$ cat config.mk
export PLATFORM = sky130hd
export DESIGN_NAME = optical_flow_sequencer
export DESIGN_NICKNAME = d
export VERILOG_FILES = /design/src/rtl/optical_flow_sequencer.sv
export SDC_FILE = /design/constraint.sdc
export NUM_CORES = 2
export LEC_CHECK = 0
export CORE_ASPECT_RATIO = 1.4
export CORE_MARGIN = 2
export CORE_UTILIZATION = 40
export CTS_CLUSTER_DIAMETER = 200
export DETAILED_ROUTE_END_ITERATION = 12
export DONT_BUFFER_PORTS = 1
export PLACE_DENSITY = 0.51
export RECOVER_POWER = 25
export REMOVE_ABC_BUFFERS = 1
export SLEW_MARGIN = 20
export SYNTH_ARGS = -nofsm -noshare
export SYNTH_HDL_FRONTEND = slang
export SYNTH_SLANG_ARGS = --single-unit
$ cat constraint.sdc
create_clock -name clk -period 41.8 [get_ports clk]
set_input_delay 10.45 -clock clk [delete_from_list [all_inputs] [get_ports clk]]
set_output_delay 10.45 -clock clk [all_outputs]
set_load 0.01 [all_outputs]
$ cat src/rtl/optical_flow_sequencer.sv
`default_nettype none
//==============================================================================
// Module : optical_flow_sequencer
// Brief  : Frame sequencer for the LK flow pipeline. It paces pixel issue with
//          credits, tags each result with x/y/sof/eol/eof and streams the
//          results out of a first-word-fall-through FIFO.
// Option : OPTICAL_FLOW_SEQ_PROTO_CHECK_EN adds the sticky proto_err output.
// Rev    : 1.0  initial release
//==============================================================================
module optical_flow_sequencer #(
  parameter int IMAGE_WIDTH     = 320,
  parameter int IMAGE_HEIGHT    = 240,
  parameter int FLOW_WIDTH      = 16,
  parameter int FIFO_DEPTH      = 16,
  parameter int MAX_INFLIGHT    = 64,
  parameter int FRAME_CNT_WIDTH = 16
) (
  input  logic                            clk,
  input  logic                            rst,
  input  logic                            start,
  input  logic                            continuous,
  input  logic                            abort,
  output logic                            busy,
  output logic                            done,
  output logic [FRAME_CNT_WIDTH-1:0]      frame_cnt,
  input  logic                            src_valid,
  output logic                            src_ready,
  output logic                            pe_valid,
  input  logic                            dp_valid,
  input  logic signed [FLOW_WIDTH-1:0]    dp_u,
  input  logic signed [FLOW_WIDTH-1:0]    dp_v,
  output logic                            m_valid,
  input  logic                            m_ready,
  output logic [$clog2(IMAGE_WIDTH)-1:0]  m_x,
  output logic [$clog2(IMAGE_HEIGHT)-1:0] m_y,
  output logic signed [FLOW_WIDTH-1:0]    m_u,
  output logic signed [FLOW_WIDTH-1:0]    m_v,
  output logic                            m_sof,
  output logic                            m_eol,
`ifdef OPTICAL_FLOW_SEQ_PROTO_CHECK_EN
  output logic                            m_eof,
  output logic                            proto_err
`else
  output logic                            m_eof
`endif
);

  localparam int c_XW   = $clog2(IMAGE_WIDTH);
  localparam int c_YW   = $clog2(IMAGE_HEIGHT);
  localparam int c_NPIX = IMAGE_WIDTH * IMAGE_HEIGHT;
  localparam int c_IW   = $clog2(c_NPIX + 1);
  localparam int c_FW   = $clog2(MAX_INFLIGHT + 1);
  localparam int c_PW   = $clog2(FIFO_DEPTH);
  localparam int c_CW   = $clog2(FIFO_DEPTH + 1);
  localparam int c_EW   = c_XW + c_YW + 2 * FLOW_WIDTH + 3;

  localparam logic [c_XW-1:0] c_XLAST   = c_XW'(IMAGE_WIDTH - 1);
  localparam logic [c_YW-1:0] c_YLAST   = c_YW'(IMAGE_HEIGHT - 1);
  localparam logic [c_IW-1:0] c_NPIX_V  = c_IW'(c_NPIX);
  localparam logic [c_IW-1:0] c_NPIX_M1 = c_IW'(c_NPIX - 1);
  localparam logic [c_FW-1:0] c_MAXIF   = c_FW'(MAX_INFLIGHT);
  localparam logic [31:0]     c_DEPTH   = 32'(FIFO_DEPTH);

  typedef enum logic [2:0] {
    S_IDLE  = 3'd0,
    S_RUN   = 3'd1,
    S_DRAIN = 3'd2,
    S_DONE  = 3'd3,
    S_FLUSH = 3'd4
  } state_t;

  state_t r_state;
  state_t w_state_nx;

  logic [c_IW-1:0]            r_issued;
  logic [c_FW-1:0]            r_inflight;
  logic                       r_cont;
  logic [c_XW-1:0]            r_px;
  logic [c_YW-1:0]            r_py;
  logic [FRAME_CNT_WIDTH-1:0] r_frame_cnt;
  logic [c_EW-1:0]            r_mem [FIFO_DEPTH];
  logic [c_PW-1:0]            r_wr_ptr;
  logic [c_PW-1:0]            r_rd_ptr;
  logic [c_CW-1:0]            r_cnt;

  logic            w_dp_take;
  logic            w_push;
  logic            w_pop;
  logic            w_start_ok;
  logic            w_run_enter;
  logic            w_issue_done;
  logic            w_sof;
  logic            w_eol;
  logic            w_eof;
  logic [31:0]     w_credit;
  logic [c_EW-1:0] w_entry;

  // Credits count both FIFO occupancy and results still inside the datapath,
  // so every issued pixel already owns a FIFO slot.
  assign w_credit  = 32'(r_cnt) + 32'(r_inflight);
  assign src_ready = (r_state == S_RUN) && (r_issued < c_NPIX_V) &&
                     (r_inflight < c_MAXIF) && (w_credit < c_DEPTH);
  assign pe_valid  = src_valid & src_ready;

  assign w_dp_take = dp_valid && (r_inflight != '0);
  assign w_push    = w_dp_take && ((r_state == S_RUN) || (r_state == S_DRAIN));
  assign m_valid   = (r_cnt != '0);
  assign w_pop     = m_valid & m_ready;

  assign w_start_ok   = !abort && (r_state == S_IDLE) && start;
  assign w_run_enter  = w_start_ok || (!abort && (r_state == S_DONE) && r_cont);
  assign w_issue_done = (r_issued == c_NPIX_V) || (pe_valid && (r_issued == c_NPIX_M1));

  assign busy      = (r_state != S_IDLE);
  assign done      = (r_state == S_DONE) && !abort;
  assign frame_cnt = r_frame_cnt;

  assign w_sof   = (r_px == '0) && (r_py == '0);
  assign w_eol   = (r_px == c_XLAST);
  assign w_eof   = w_eol && (r_py == c_YLAST);
  assign w_entry = {r_px, r_py, dp_u, dp_v, w_sof, w_eol, w_eof};

  assign {m_x, m_y, m_u, m_v, m_sof, m_eol, m_eof} = r_mem[r_rd_ptr];

  always_ff @(posedge clk or posedge rst) begin
    if (rst) r_state <= S_IDLE;
    else     r_state <= w_state_nx;
  end

  always_comb begin
    w_state_nx = r_state;
    if (abort && (r_state != S_FLUSH)) begin
      w_state_nx = S_FLUSH;
    end else begin
      case (r_state)
        S_IDLE:  if (start) w_state_nx = S_RUN;
        S_RUN:   if (w_issue_done) w_state_nx = S_DRAIN;
        S_DRAIN: if (w_pop && m_eof) w_state_nx = S_DONE;
        S_DONE:  w_state_nx = r_cont ? S_RUN : S_IDLE;
        S_FLUSH: if (r_inflight == '0) w_state_nx = S_IDLE;
        default: w_state_nx = S_IDLE;
      endcase
    end
  end

  always_ff @(posedge clk or posedge rst) begin
    if (rst) begin
      r_issued    <= '0;
      r_inflight  <= '0;
      r_cont      <= 1'b0;
      r_px        <= '0;
      r_py        <= '0;
      r_frame_cnt <= '0;
    end else begin
      r_inflight <= r_inflight + c_FW'(pe_valid) - c_FW'(w_dp_take);

      if (w_start_ok)  r_cont <= continuous;
      else if (abort)  r_cont <= 1'b0;

      if (w_run_enter)   r_issued <= '0;
      else if (pe_valid) r_issued <= r_issued + 1'b1;

      // Push-side raster position; restarts at 0,0 for each frame.
      if (w_run_enter) begin
        r_px <= '0;
        r_py <= '0;
      end else if (w_push) begin
        if (r_px == c_XLAST) begin
          r_px <= '0;
          r_py <= (r_py == c_YLAST) ? '0 : r_py + 1'b1;
        end else begin
          r_px <= r_px + 1'b1;
        end
      end

      if (done) r_frame_cnt <= r_frame_cnt + 1'b1;
    end
  end

  always_ff @(posedge clk or posedge rst) begin
    if (rst) begin
      r_wr_ptr <= '0;
      r_rd_ptr <= '0;
      r_cnt    <= '0;
    end else if (abort) begin
      r_wr_ptr <= '0;
      r_rd_ptr <= '0;
      r_cnt    <= '0;
    end else begin
      if (w_push) r_wr_ptr <= r_wr_ptr + 1'b1;
      if (w_pop)  r_rd_ptr <= r_rd_ptr + 1'b1;
      r_cnt <= r_cnt + c_CW'(w_push) - c_CW'(w_pop);
    end
  end

  always_ff @(posedge clk or posedge rst) begin
    if (rst) begin
      for (int i = 0; i < FIFO_DEPTH; i++) r_mem[i] <= '0;
    end else if (w_push) begin
      r_mem[r_wr_ptr] <= w_entry;
    end
  end

`ifdef OPTICAL_FLOW_SEQ_PROTO_CHECK_EN
  logic w_spurious;
  logic w_overissue;

  assign w_spurious  = dp_valid && (r_inflight == '0);
  assign w_overissue = pe_valid && (r_issued >= c_NPIX_V);

  always_ff @(posedge clk or posedge rst) begin
    if (rst)                                   proto_err <= 1'b0;
    else if (w_spurious || w_overissue)        proto_err <= 1'b1;
    else if (start && (r_state == S_IDLE))     proto_err <= 1'b0;
  end
`endif

endmodule
`default_nettype wire

==> impl_results.html <==
<table>
<tr><th>Metric</th><th>Value</th></tr>
<tr><th colspan="2">Run status</th></tr>
<tr><td>Result of the run</td><td>finished, violations left</td></tr>
<tr><td>Failing checks</td><td>capacitance limit, slew limit</td></tr>
<tr><th colspan="2">Timing</th></tr>
<tr><td>Largest clock skew in the final design</td><td>26.2 ps</td></tr>
<tr><td>Slew of the pin with the lowest slew margin</td><td>9490 ps</td></tr>
<tr><td>Minimum period implied by the final worst setup slack</td><td>roughly 22000 ps</td></tr>
<tr><td>RSZ-0062 raised after global routing</td><td>no</td></tr>
<tr><td>Total count of max-transition violations in the final report</td><td>between 500 and 600</td></tr>
<tr><td>Worst hold-check slack</td><td>473 ps</td></tr>
<tr><td>Sum of negative setup slack</td><td>0 ps</td></tr>
<tr><td>Worst slew margin</td><td>-5.33</td></tr>
<tr><td>Total count of hold-check failures in the final report</td><td>0</td></tr>
<tr><td>Period utilization</td><td>0.518</td></tr>
<tr><td>Timing-limited maximum frequency</td><td>0.0462 GHz</td></tr>
<tr><td>Count of final setup violators</td><td>0</td></tr>
<tr><th colspan="2">Drt</th></tr>
<tr><td>Via density per instance</td><td>5.65</td></tr>
<tr><td>Average wire length per cell after detail routing</td><td>approximately 25 µm</td></tr>
<tr><td>Violation count after the first detailed-route iteration</td><td>1267</td></tr>
<tr><td>TritonRoute pass-1 iters</td><td>5</td></tr>
<tr><td>Vias after detailed routing</td><td>22800</td></tr>
<tr><td>Antenna Nets Post-Route</td><td>0</td></tr>
<tr><td>Overall routed net length</td><td>~100 mm</td></tr>
<tr><td>Number of design rule violations left after detail routing</td><td>0</td></tr>
<tr><th colspan="2">Worst setup path</th></tr>
<tr><td>Slowest stage delay, CP</td><td>between 400 and 500 ps</td></tr>
<tr><td>Startpoint kind of the worst setup timing path</td><td>input pin</td></tr>
<tr><td>CP Data Required Time</td><td>31350 ps</td></tr>
<tr><td>Worst path top cell family by delay</td><td>simple AND/OR/NAND/NOR gates</td></tr>
<tr><td>Nature of the critical path endpoint</td><td>primary output</td></tr>
<tr><td>Cell Chain, Critical Path</td><td>nor4bb_1, clkbuf_1</td></tr>
<tr><td>Slowest cell on crit path</td><td>sky130_fd_sc_hd__nor4bb_1</td></tr>
<tr><td>Reg-to-reg startpoint</td><td>r_inflight[3]$_DFF_PP0_</td></tr>
<tr><td>Maximum fanout encountered on the critical timing path</td><td>19</td></tr>
<tr><td>CP Class</td><td>input pin to primary output</td></tr>
<tr><td>Number of buffers and inverters on the critical path</td><td>1</td></tr>
<tr><td>Arrival time at the worst endpoint</td><td>11220 ps</td></tr>
<tr><td>Worst setup path startpoint</td><td>abort</td></tr>
<tr><th colspan="2">Logic synthesis</th></tr>
<tr><td>Count of flip-flops with a built-in enable after synthesis</td><td>0</td></tr>
<tr><td>Share of async-settable or async-resettable flops after synthesis</td><td>1.00</td></tr>
<tr><td>Most used flip-flop cell after synthesis</td><td>sky130_fd_sc_hd__dfrtp_1</td></tr>
<tr><td>Area share of the largest cell type after synthesis</td><td>0.554</td></tr>
<tr><td>Netlist area before placement</td><td>0.0409 mm²</td></tr>
<tr><td>Yosys top cell by area</td><td>sky130_fd_sc_hd__dfrtp_1</td></tr>
<tr><td>Synth warnings</td><td>0</td></tr>
<tr><td>Synth Area per Inst</td><td>15.0 µm²</td></tr>
<tr><td>Yosys cell types</td><td>slightly above 50</td></tr>
<tr><td>Count of mapped cells out of synthesis</td><td>2728</td></tr>
<tr><td>Sequential element share of the synthesized area</td><td>0.554</td></tr>
<tr><td>Leading post-synthesis cells by cell area</td><td>sky130_fd_sc_hd__dfrtp_1, sky130_fd_sc_hd__mux2_2, sky130_fd_sc_hd__mux4_2</td></tr>
<tr><td>Register bit count reported by yosys</td><td>906</td></tr>
<tr><th colspan="2">Floorplan</th></tr>
<tr><td>Die Outline Area</td><td>0.105 mm²</td></tr>
<tr><td>Die width</td><td>274 µm</td></tr>
<tr><td>Initial Utilization</td><td>0.404</td></tr>
<tr><td>Number of primary I/O pins</td><td>approximately 110</td></tr>
<tr><td>Placeable core region</td><td>0.101 mm²</td></tr>
<tr><td>Die Y-Extent</td><td>383 µm</td></tr>
<tr><td>Num rows</td><td>around 140</td></tr>
<tr><th colspan="2">Cells and area</th></tr>
<tr><td>Total of fill cells in the finished design</td><td>8905</td></tr>
<tr><td>Share of cells above drive strength 1</td><td>0.431</td></tr>
<tr><td>Highest-count cells in the layout ignoring fill and taps</td><td>sky130_fd_sc_hd__dfrtp_1, sky130_fd_sc_hd__mux2_2, sky130_fd_sc_hd__mux4_2</td></tr>
<tr><td>Most common cell after layout, fill and taps aside</td><td>sky130_fd_sc_hd__dfrtp_1</td></tr>
<tr><td>Post-route design area</td><td>approximately 0.045 mm²</td></tr>
<tr><td>Number of nets in the layout</td><td>2696</td></tr>
<tr><td>Diodes inserted</td><td>0</td></tr>
<tr><td>Area grow syn2layout</td><td>10.0%</td></tr>
<tr><th colspan="2">Run</th></tr>
<tr><td>Maximum Capacitance Violations</td><td>13</td></tr>
<tr><th colspan="2">CTS</th></tr>
<tr><td>Number of cells upsized or downsized after cts</td><td>0</td></tr>
<tr><td>Buffer depth of the longest clock path</td><td>3</td></tr>
<tr><td>Hold-fix buffers at CTS</td><td>0</td></tr>
<tr><td>Num CTS Buffers</td><td>93</td></tr>
<tr><td>Clock latency on the worst-skew pair</td><td>roughly 700 ps</td></tr>
<tr><td>Register clock-pin slew on the reported worst setup and hold paths</td><td>60 ps</td></tr>
<tr><td>TritonCTS clock tree</td><td>done</td></tr>
<tr><td>Setup Fix Bufs, Post-CTS</td><td>0</td></tr>
<tr><td>Maximum level of the CTS H-tree</td><td>3</td></tr>
<tr><td>Clock sink count</td><td>between 900 and 1000</td></tr>
<tr><td>Clk Tree Root Cell</td><td>sky130_fd_sc_hd__clkbuf_16</td></tr>
<tr><th colspan="2">Placement</th></tr>
<tr><td>Final weighted congestion in routability-driven placement</td><td>0.747</td></tr>
<tr><td>Placed standard-cell area</td><td>0.0421 mm²</td></tr>
<tr><td>Detailed placement HPWL</td><td>54.2 mm</td></tr>
<tr><td>Total of buffers placed on input and output ports</td><td>0</td></tr>
<tr><th colspan="2">Power and ir drop</th></tr>
<tr><td>Combinational Power Share</td><td>0.111</td></tr>
<tr><td>Reported net switching power</td><td>0.000502 W</td></tr>
<tr><td>Leak pwr</td><td>21.3 nW</td></tr>
<tr><td>Worst-case vdd ir drop</td><td>0.0363 mV</td></tr>
<tr><td>Pwr/cell area</td><td>43.9 mW/mm²</td></tr>
<tr><td>Post-layout total power</td><td>0.00198 W</td></tr>
<tr><td>Fraction of power consumed by sequential logic</td><td>0.464</td></tr>
<tr><td>Internal power</td><td>0.00147 W</td></tr>
<tr><td>Fraction of power spent switching nets</td><td>0.254</td></tr>
<tr><td>Share of total power in the clock network</td><td>0.426</td></tr>
<tr><th colspan="2">GRT</th></tr>
<tr><td>Total Routing Usage GR</td><td>0.199</td></tr>
<tr><td>Wire length of the first global-routing pass</td><td>156 mm</td></tr>
<tr><td>Pin count of the biggest net entering global routing</td><td>about 170</td></tr>
<tr><td>Total congestion overflow</td><td>0</td></tr>
<tr><td>Antenna violations before repair</td><td>0</td></tr>
<tr><td>Vias in the first global route</td><td>25000</td></tr>
<tr><th colspan="2">Hold path</th></tr>
<tr><td>Min-delay src</td><td>r_mem[312]$_DFFE_PP0P_</td></tr>
<tr><td>Worst Hold Class</td><td>register to register</td></tr>
</table>
## worst reg2reg max path, stage by stage (launching register included)
cell                        delay [ps]
sky130_fd_sc_hd__dfrtp_1           420
sky130_fd_sc_hd__inv_1             100
sky130_fd_sc_hd__ha_1              160
sky130_fd_sc_hd__nand4bb_1         150
sky130_fd_sc_hd__o2111a_1          450
sky130_fd_sc_hd__and2_0            380
sky130_fd_sc_hd__nand2_1          1360
sky130_fd_sc_hd__buf_4             880
sky130_fd_sc_hd__mux2_2            460
## state kept, by name, indices dropped and copies added (netlist names)
register    count
r_state         3
r_cnt           5
r_py            8
r_px            9
frame_cnt      16
r_issued       17
r_wr_ptr        4
r_inflight      7
r_rd_ptr        4
r_cont          1
r_mem         832
## final timing paths
path / to / slack (ps) / depth (start not counted)
max reg2reg: r_mem[480]$_DFFE_PP0P_ / 37310 / 8
max: done / 20130 / 2
min in group asynchronous: frame_cnt[14]$_DFFE_PP0P_ / 10750 / 1
max in group asynchronous: r_mem[472]$_DFFE_PP0P_ / 20640 / 4
min: r_mem[312]$_DFFE_PP0P_ / 470 / 2
min reg2reg: r_mem[312]$_DFFE_PP0P_ / 470 / 2
## cell type report
| class | count | area [µm²] | area share |
|---|---|---|---|
| tap | 1330 | 1660 | 0.0370 |
| timing repair buffer | 37 | 283 | 0.00628 |
| sequential | 906 | 22700 | 0.504 |
| clock buffer | 137 | 2740 | 0.0608 |
| inverter | 34 | 129 | 0.00286 |
| multi-input combinational | 1550 | 17200 | 0.382 |
| clock inverter | 31 | 339 | 0.00753 |
## logic make-up after synthesis
kind of cell	after synthesis	synth area share
multiplexers	966	0.337
AO/OA/AOI/OAI	187	0.0246
adder cells (fa/ha/maj)	34	0.0108
XOR/XNOR	48	0.0103
AND/OR/NAND/NOR	315	0.0355
flip-flops	906	0.554
buffers and inverters	272	0.0278
## power groups by stage
| stage | Combinational, W | Sequential [W] | Clock, W |
|---|---|---|---|
| after floorplan | 0.000157 | 0.000963 | 0 |
| after global placement | 0.000221 | 0.000933 | 0 |
| after detailed placement | 0.000226 | 0.000934 | 0 |
| after CTS | 0.000227 | 0.000918 | 0.000867 |
| after global routing | 0.000243 | 0.000920 | 0.000904 |
| final | 0.000218 | 0.000917 | 0.000841 |
## Yosys cell counts (all sizes together) (3+ instances only)
cell type / n
o31ai: 5
nor2b: 9
dfrtp: 906
and2: 8
nor2: 47
nand4: 10
xnor2: 21
a21o: 3
nand3: 26
a31oi: 4
nand2: 177
xor2: 27
o21ai: 143
mux2: 705
clkbuf: 128
mux4: 260
and4: 4
inv: 34
a21oi: 19
nand2b: 3
ha: 32
nor4: 5
buf: 110
and3: 8
nor3: 6
a311oi: 3
## stage by stage
step,setup slack (ps),cells,utilization
2_1_floorplan,5880,2490,-
3_3_place_gp,20140,3857,0.415
3_5_place_dp,20200,3857,0.415
4_1_cts,20200,4025,0.445
5_1_grt,18290,4025,0.444
6_report,20130,4025,0.444
## routing by layer
| metal | routed length [µm] | GRT usage | share of wire |
|---|---|---|---|
| met3 | 4700 | 0.0357 | 0.046 |
| met1 | 42800 | 0.255 | 0.42 |
| met5 | 0 | 0 | 0 |
| met4 | 2250 | 0.0581 | 0.022 |
| met2 | 52300 | 0.344 | 0.51 |
Power figures use the tool's default switching activity.
